**src/rtl/systolic_mm_controller.sv**
```systemverilog
// Sequencer for an N x N output-stationary systolic MAC array: clears the array,
// fetches N operand vectors, skews them onto the west/north edges and waits for drain.
module systolic_mm_controller #(
  parameter int N     = 4,
  parameter int WIDTH = 16,
  parameter int KW    = $clog2(N)
) (
  input  logic                 clock,
  input  logic                 nreset,
  input  logic                 start,
  output logic                 busy,
  output logic                 done,
  output logic                 rd_en,
  output logic [KW-1:0]        rd_k,
  input  logic [N*WIDTH-1:0]   rd_a_col,
  input  logic [N*WIDTH-1:0]   rd_b_row,
  output logic [N*WIDTH-1:0]   a_edge,
  output logic [N*WIDTH-1:0]   b_edge,
  output logic                 array_nreset
);

  localparam int              TW     = $clog2(3*N-1);
  localparam logic [TW-1:0]   TLAST  = TW'(3*N-2);
  localparam logic [TW-1:0]   TFETCH = TW'(N);

  localparam logic [1:0] S_IDLE  = 2'd0;
  localparam logic [1:0] S_CLEAR = 2'd1;
  localparam logic [1:0] S_FEED  = 2'd2;
  localparam logic [1:0] S_DONE  = 2'd3;

  logic [1:0]    state, state_next;
  logic [TW-1:0] t;

  always_comb begin
    state_next = state;
    case (state)
      S_IDLE:  if (start) state_next = S_CLEAR;
      S_CLEAR: state_next = S_FEED;
      S_FEED:  if (t == TLAST) state_next = S_DONE;
      default: state_next = S_IDLE;
    endcase
  end

  // array_nreset is looked ahead from state_next so it is low exactly during CLEAR
  always_ff @(posedge clock or negedge nreset) begin
    if (!nreset) begin
      state        <= S_IDLE;
      t            <= '0;
      array_nreset <= 1'b0;
    end else begin
      state        <= state_next;
      t            <= (state == S_FEED && state_next == S_FEED) ? t + 1'b1 : '0;
      array_nreset <= (state_next != S_CLEAR);
    end
  end

  assign busy  = (state == S_CLEAR) || (state == S_FEED);
  assign done  = (state == S_DONE);
  assign rd_en = (state == S_FEED) && (t < TFETCH);
  assign rd_k  = rd_en ? t[KW-1:0] : '0;

  // Stage 0 is the buffer's registered output; lane i adds i further delay registers.
  // A lane i and B lane i share the same delay, so they share one valid chain.
  for (genvar i = 0; i < N; i++) begin : g_lane
    logic [WIDTH-1:0] a_in, b_in, a_out, b_out;
    logic [i:0]       vld;

    assign a_in = rd_a_col[i*WIDTH +: WIDTH];
    assign b_in = rd_b_row[i*WIDTH +: WIDTH];

    if (i == 0) begin : g_direct
      assign a_out = a_in;
      assign b_out = b_in;
      always_ff @(posedge clock or negedge nreset) begin
        if (!nreset) vld <= '0;
        else         vld <= rd_en;
      end
    end else begin : g_delay
      logic [WIDTH-1:0] a_sr [i];
      logic [WIDTH-1:0] b_sr [i];
      always_ff @(posedge clock or negedge nreset) begin
        if (!nreset) begin
          vld <= '0;
          for (int unsigned s = 0; s < i; s++) begin
            a_sr[s] <= '0;
            b_sr[s] <= '0;
          end
        end else begin
          vld     <= {vld[i-1:0], rd_en};
          a_sr[0] <= a_in;
          b_sr[0] <= b_in;
          for (int unsigned s = 1; s < i; s++) begin
            a_sr[s] <= a_sr[s-1];
            b_sr[s] <= b_sr[s-1];
          end
        end
      end
      assign a_out = a_sr[i-1];
      assign b_out = b_sr[i-1];
    end

    assign a_edge[i*WIDTH +: WIDTH] = vld[i] ? a_out : '0;
    assign b_edge[i*WIDTH +: WIDTH] = vld[i] ? b_out : '0;
  end

endmodule
```
**config.mk**
```make
export PLATFORM = sky130hd
export DESIGN_NAME = systolic_mm_controller
export DESIGN_NICKNAME = d
export VERILOG_FILES = /design/src/rtl/systolic_mm_controller.sv
export SDC_FILE = /design/constraint.sdc
export NUM_CORES = 1
export LEC_CHECK = 0
export BUFFER_PORTS_ARGS = -buffer_cell sky130_fd_sc_hd__clkbuf_2
export CAP_MARGIN = 20
export CORE_UTILIZATION = 47
export DETAILED_ROUTE_END_ITERATION = 10
export PLACE_DENSITY = 0.91
export SLEW_MARGIN = 10
export SYNTH_ARGS = -nofsm -noshare
export SYNTH_HDL_FRONTEND = slang
export SYNTH_SLANG_ARGS = --single-unit
export TNS_END_PERCENT = 1
```
**constraint.sdc**
```tcl
create_clock -name clock -period 1.8 [get_ports clock]
set_input_delay 0.36 -clock clock [delete_from_list [all_inputs] [get_ports clock]]
set_output_delay 0.36 -clock clock [all_outputs]
set_load 0.03 [all_outputs]
```
======== Word-level counts from Yosys, hierarchy flattened ========
Index checks and enable logic that the tools add are counted.
storage, ports and cells
  output and inout bits ................... 134
  flip-flop bits (word level) ............. 209
cells by class
  equality and inequality tests ........... 6
  reductions and logical operators ........ 4
  $lt $le $gt $ge ......................... 1
  add/sub/neg operators ................... 1
  muxes and demuxes ....................... 13
operators with widths
  operator                                                                number
  16-bit 2-to-1 mux                                                       8
  2-bit equality test (second input constant)                             3
  2-bit 2-to-1 mux                                                        3
  2-bit one-hot mux with 3 select lines                                   1
  4-bit by 1-bit adder with 4-bit output (second input constant)          1
  4-bit equality test (second input constant)                             1
  4-bit by 3-bit < comparator with 1-bit output (second input constant)   1
  4-bit 2-to-1 mux                                                        1
  2-bit by 1-bit equality test with 1-bit output (second input constant)  1
  1-bit logical AND                                                       2
  2-bit zero test                                                         1
  2-bit by 1-bit != test with 1-bit output (second input constant)        1
  1-bit logical OR                                                        1

======== Depth between registers and ports, before layout ========
  depth in word-level cells ............... 6
  mapped depth ............................ 5
  gate-level depth less buffers ........... 5

======== Worst setup path after synthesis ========
No wires, ideal clock.
  path kind ............................... register to output
  from .................................... reg state[0]
  to ...................................... out rd_k[0]
  cell stages (with the launch flop) ...... 5
  required time ........................... 1,440 ps
  data arrival time ....................... 1,635 ps
  buffers on the path ..................... 0
  slack ................................... -195 ps
  cell sequence ........................... dfrtp_1 > inv_1 > ha_1 > nor3b_2 > and2_1
on the way
  cells in the longest elaborated chain, start to end .. 3
ends and longest elaborated chain
  element                 line  text
  from (decl)             31    logic [1:0] state, state_next;
  from (signal assigned)  51    state <= state_next;
  2-bit equality test     59    assign rd_en = (state == S_FEED) && (t < TFETCH);
  1-bit logical AND       59
  net rd_en               13    output logic rd_en,
  2-bit 2-to-1 mux        60    assign rd_k = rd_en ? t[KW-1:0] : '0;
  to (decl)               14    output logic [KW-1:0] rd_k,
The timed path passes the listed nets, and every way through them passes these cells.

======== Final worst setup path ========
  from .................................... reg state[0]
  to ...................................... out rd_k[0]
on the way
  cells in the longest elaborated chain, start to end .. 3
ends and longest elaborated chain
  element              line
  2-bit equality test  59
  1-bit logical AND    59
  2-bit 2-to-1 mux     60
No other way between the ends.

==> impl_metrics.csv <==
group,metric,value,unit
outcome,status,"finished, violations left",
outcome,violations,"setup timing",
yosys,ys_ff_latch,203,
power_and_ir_drop,p_switching,4910,µW
yosys,muxShareOfSynthArea,0,
clock_tree,clockBufferDepth,3,
clock_tree,cts.reportedPaths.clkPinSlew,60,ps
worst_setup_path,worstRegToRegCells,6,
drt,ant_nets,0,
timing,finalCriticalPeriod,2090,ps
final_layout,utilization,0.778,
timing,hold_viol,0,
power_and_ir_drop,p_int,9400,µW
final_layout,syn_to_final_growth,60.6,%
hold_path,min_path_type,"primary input to register",
power_and_ir_drop,ir_drop,0.000931,V
drt,drt-met1-wl,6070,µm
yosys,yosys-top-cells-area,"dfrtp_1 83%, and2_1 13%, ha_1 1.0%",
hold_path,min_from,"rd_b_row[48]",
worst_setup_path,path_buf_inv,2,
yosys,ys_top_cells_by_count,"203 x dfrtp_1, 130 x and2_1, 12 x clkbuf_1",
worst_setup_path,rr_startpoint,"state[1]$_DFF_PN0_",
drt,drtIter0Drc,236,
yosys,synth_top_family_by_area,"simple AND/OR/NAND/NOR gates",
yosys,yosysTopAreaCellShare,0.828,
drt,via_count,4292,
worst_setup_path,reg2reg_slack,90,ps
worst_setup_path,cp.required,1440,ps
die,num_rows,41,
placement,place_ws,150,ps
yosys,yosysMostFrequentCell,"dfrtp_1",
drt,drt-vias-per-instance,4.58,
worst_setup_path,slowest_stage,"dfrtp_1",
yosys,syn_avg_cell_area,16.7,µm²
timing,final.period_utilization,1.16,
global_route,grt_pass1_vias,4679,
drt,route.detailed.wl_per_inst,18.7,µm
timing,worst_slack,-293,ps
yosys,synth-edff-count,0,
power_and_ir_drop,power_frac_clock,0.298,
die,die_y,116,µm
yosys,synth-simple-area-share,0.145,
yosys,ys_seq_area_frac,0.828,
timing,worst_pin_slew,358,ps
final_layout,nNetsFinal,886,
worst_setup_path,cp.depth,5,
placement,placed_cells,800,
clock_tree,numClockSinks,203,
worst_setup_path,r2r-end,"t[2]$_DFF_PN0_",
yosys,async_flop_share,1.00,
yosys,synthAdderAreaFrac,0.0102,
worst_setup_path,path_cells,"inv_2 -> ha_4 -> nor3b_4 -> and2_4 -> buf_8",
die,die_w,116,µm
drt,drcViolationCount,0,
worst_setup_path,worstSetupStartpoint,"state[0]$_DFF_PN0_",
power_and_ir_drop,leakagePower,0.00493,µW
clock_tree,cts_tree,"built",
power_and_ir_drop,power_density,1450,nW/µm²
drt,drt_wl_total,17500,µm
yosys,synthesis.nets,503,
yosys,synthesis.area,6130,µm²
worst_setup_path,cpLargestDelayFamily,"simple AND/OR/NAND/NOR gates",
clock_tree,clock_latency,480,ps
die,coreArea,12700,µm²
yosys,syn_inst,367,
worst_setup_path,crit_end,"rd_k[0]",
global_route,overflow,0,
power_and_ir_drop,p_comb_frac,0.349,
timing,setup_tns,-1020,ps
worst_setup_path,crit_path_end_kind,"output port",
die,io_pins,265,
placement,port_buffers,264,
power_and_ir_drop,netSwitchingFraction,0.343,
timing,slew_violations,0,
drt,highest_layer,"met4",
die,start_util,0.484,
timing,skew,8.02,ps
yosys,synth_xor_xnor_area_share,0.00286,
placement,dp_hpwl,9150,µm
drt,dr.pass1.iters,4,
clock_tree,htreeDepth,1,
timing,rsz0062_at_grt,"true",
timing,maxSlewHeadroom,0.761,
clock_tree,cts_buffers,21,
worst_setup_path,cp_data_arrival_time,1730,ps
clock_tree,cts_root_buffer,"clkbuf_16",
worst_setup_path,worst_setup_path_start_kind,"register",
job,maxCapViolations,0,
drt,wl_met3,1120,µm
yosys,ys_types,15,
global_route,grt_max_degree,72,
yosys,synth_compound_area_frac,0.00489,
global_route,grt_pass1_wl,23900,µm
worst_setup_path,path_class,"register to output port",
worst_setup_path,max_stage_delay,400,ps
final_layout,final_layout_size_suffix_gt1_frac,0.448,
final_layout,finalNonFillerCells,937,
yosys,synth_ff_type,"dfrtp_1",
drt,wl_met2,9800,µm
yosys,yosys_warnings,0,
power_and_ir_drop,p_seq_frac,0.353,
timing,max_freq,478,MHz
global_route,antenna_found_initial,1,
placement,gp_congestion,0.744,
global_route,track_usage,0.241,
final_layout,fillers,691,
yosys,synth_top_cell_by_area,"dfrtp_1",
timing,setup_viol,7,
die,die_area,13500,µm²
worst_setup_path,cp_max_fo,4,
area by class of cell:
cell class	instances	area (µm²)	area share
sequential	203	5080	0.516
multi-input combinational	149	1090	0.110
antenna	1	2.50	0.000254
timing repair buffer	372	2760	0.280
inverter	3	11.3	0.00114
clock buffer	28	582	0.0590
clock inverter	9	113	0.0114
tap	172	215	0.0218
worst register-to-register path, cell delays in order, from the launching register on:
cell and delay (ps):
dfrtp_2 450, ha_4 180, buf_4 130, buf_4 150
o21ai_2 220, a31oi_4 170, nor3_1 300
power groups by stage:
stage	sequential, µW	combinational (µW)	clock [µW]
global placement	5050	3800	0
floorplan	5050	2600	0
detailed placement	5070	3890	0
finish	5050	4990	4270
CTS	5010	4430	4330
global route	5070	5250	4570
through the flow:
stage          cell area (µm²)  hold slack (ps)  total power [µW]
2_1_floorplan             6140             64.4              7650
3_5_place_dp              7750              279              8970
6_report                  9850             17.2             14300
4_1_cts                   9630            0.194             13800
3_3_place_gp              7750              276              8850
5_1_grt                   9850            -3.20             14900
how the worst min path moves through the flow:
stage | end | depth (start not counted)
6_report | g_lane[3].g_delay.b_sr[32]$_DFF_PN0_ | 1
3_5_place_dp | g_lane[3].b_out[1]$_DFF_PN0_ | 1
2_1_floorplan | array_nreset$_DFF_PN0_ | 0
5_1_grt | g_lane[3].g_delay.b_sr[32]$_DFF_PN0_ | 1
4_1_cts | g_lane[3].g_delay.b_sr[38]$_DFF_PN0_ | 1
3_3_place_gp | g_lane[3].b_out[8]$_DFF_PN0_ | 1
layout by cell type (no fill, tap or decap):
cell           netlist  final
dfrtp_2              0      2
inv_2                0      1
buf_12               0      6
clkbuf_2             0    184
clkbuf_8             0      6
clkbuf_4             0     10
xnor2_1              1      1
clkinvlp_4           0      3
nand3_1              1      1
and2_4               0     23
nor3b_4              0      1
nor3_1               4      4
buf_2                0     30
and2_1             130    107
buf_4                0     21
dfrtp_1            203    201
inv_1                3      2
bufinv_16            0      2
xor2_1               1      1
inv_8                0      1
clkbuf_16            0     21
clkbuf_1            12      4
ha_1                 5      3
dlygate4sd3_1        0     95
nand2b_1             1      1
a31oi_4              1      1
clkinv_2             0      2
inv_6                0      1
ha_4                 0      2
buf_8                0     23
diode_2              0      1
o21ai_2              1      1
nand2_1              2      2
nand4b_4             1      1
logic make-up after synthesis:
| family | Yosys count |
|---|---|
| flops | 203 |
| buf+inv | 15 |
| fa+ha+maj | 5 |
| xor+xnor | 2 |
| simple gates | 140 |
| compound gates | 2 |
state kept, by name, indices dropped and copies added (netlist names):
register             flops
t                        4
g_lane.a_out            48
g_lane.vld               4
g_lane.b_out            48
state                    2
g_lane.g_delay.b_sr     48
array_nreset             1
g_lane.g_delay.a_sr     48
routing by layer:
layer | up-vias | GRT usage
met4 | 0 | 0.0906
met1 | 2141 | 0.265
li1 | 1891 | -
met3 | 52 | 0.0623
met5 | - | 0
met2 | 208 | 0.447
timing repair:
action	4_1_cts	5_1_grt
endpoints found under the hold margin	120	3
setup buffers	1	3
gates cloned	0	0
pin swaps	2	3
hold buffers	92	3
setup endpoints to repair	101	100
resized for setup	64	137
Power figures use the tool's default switching activity.
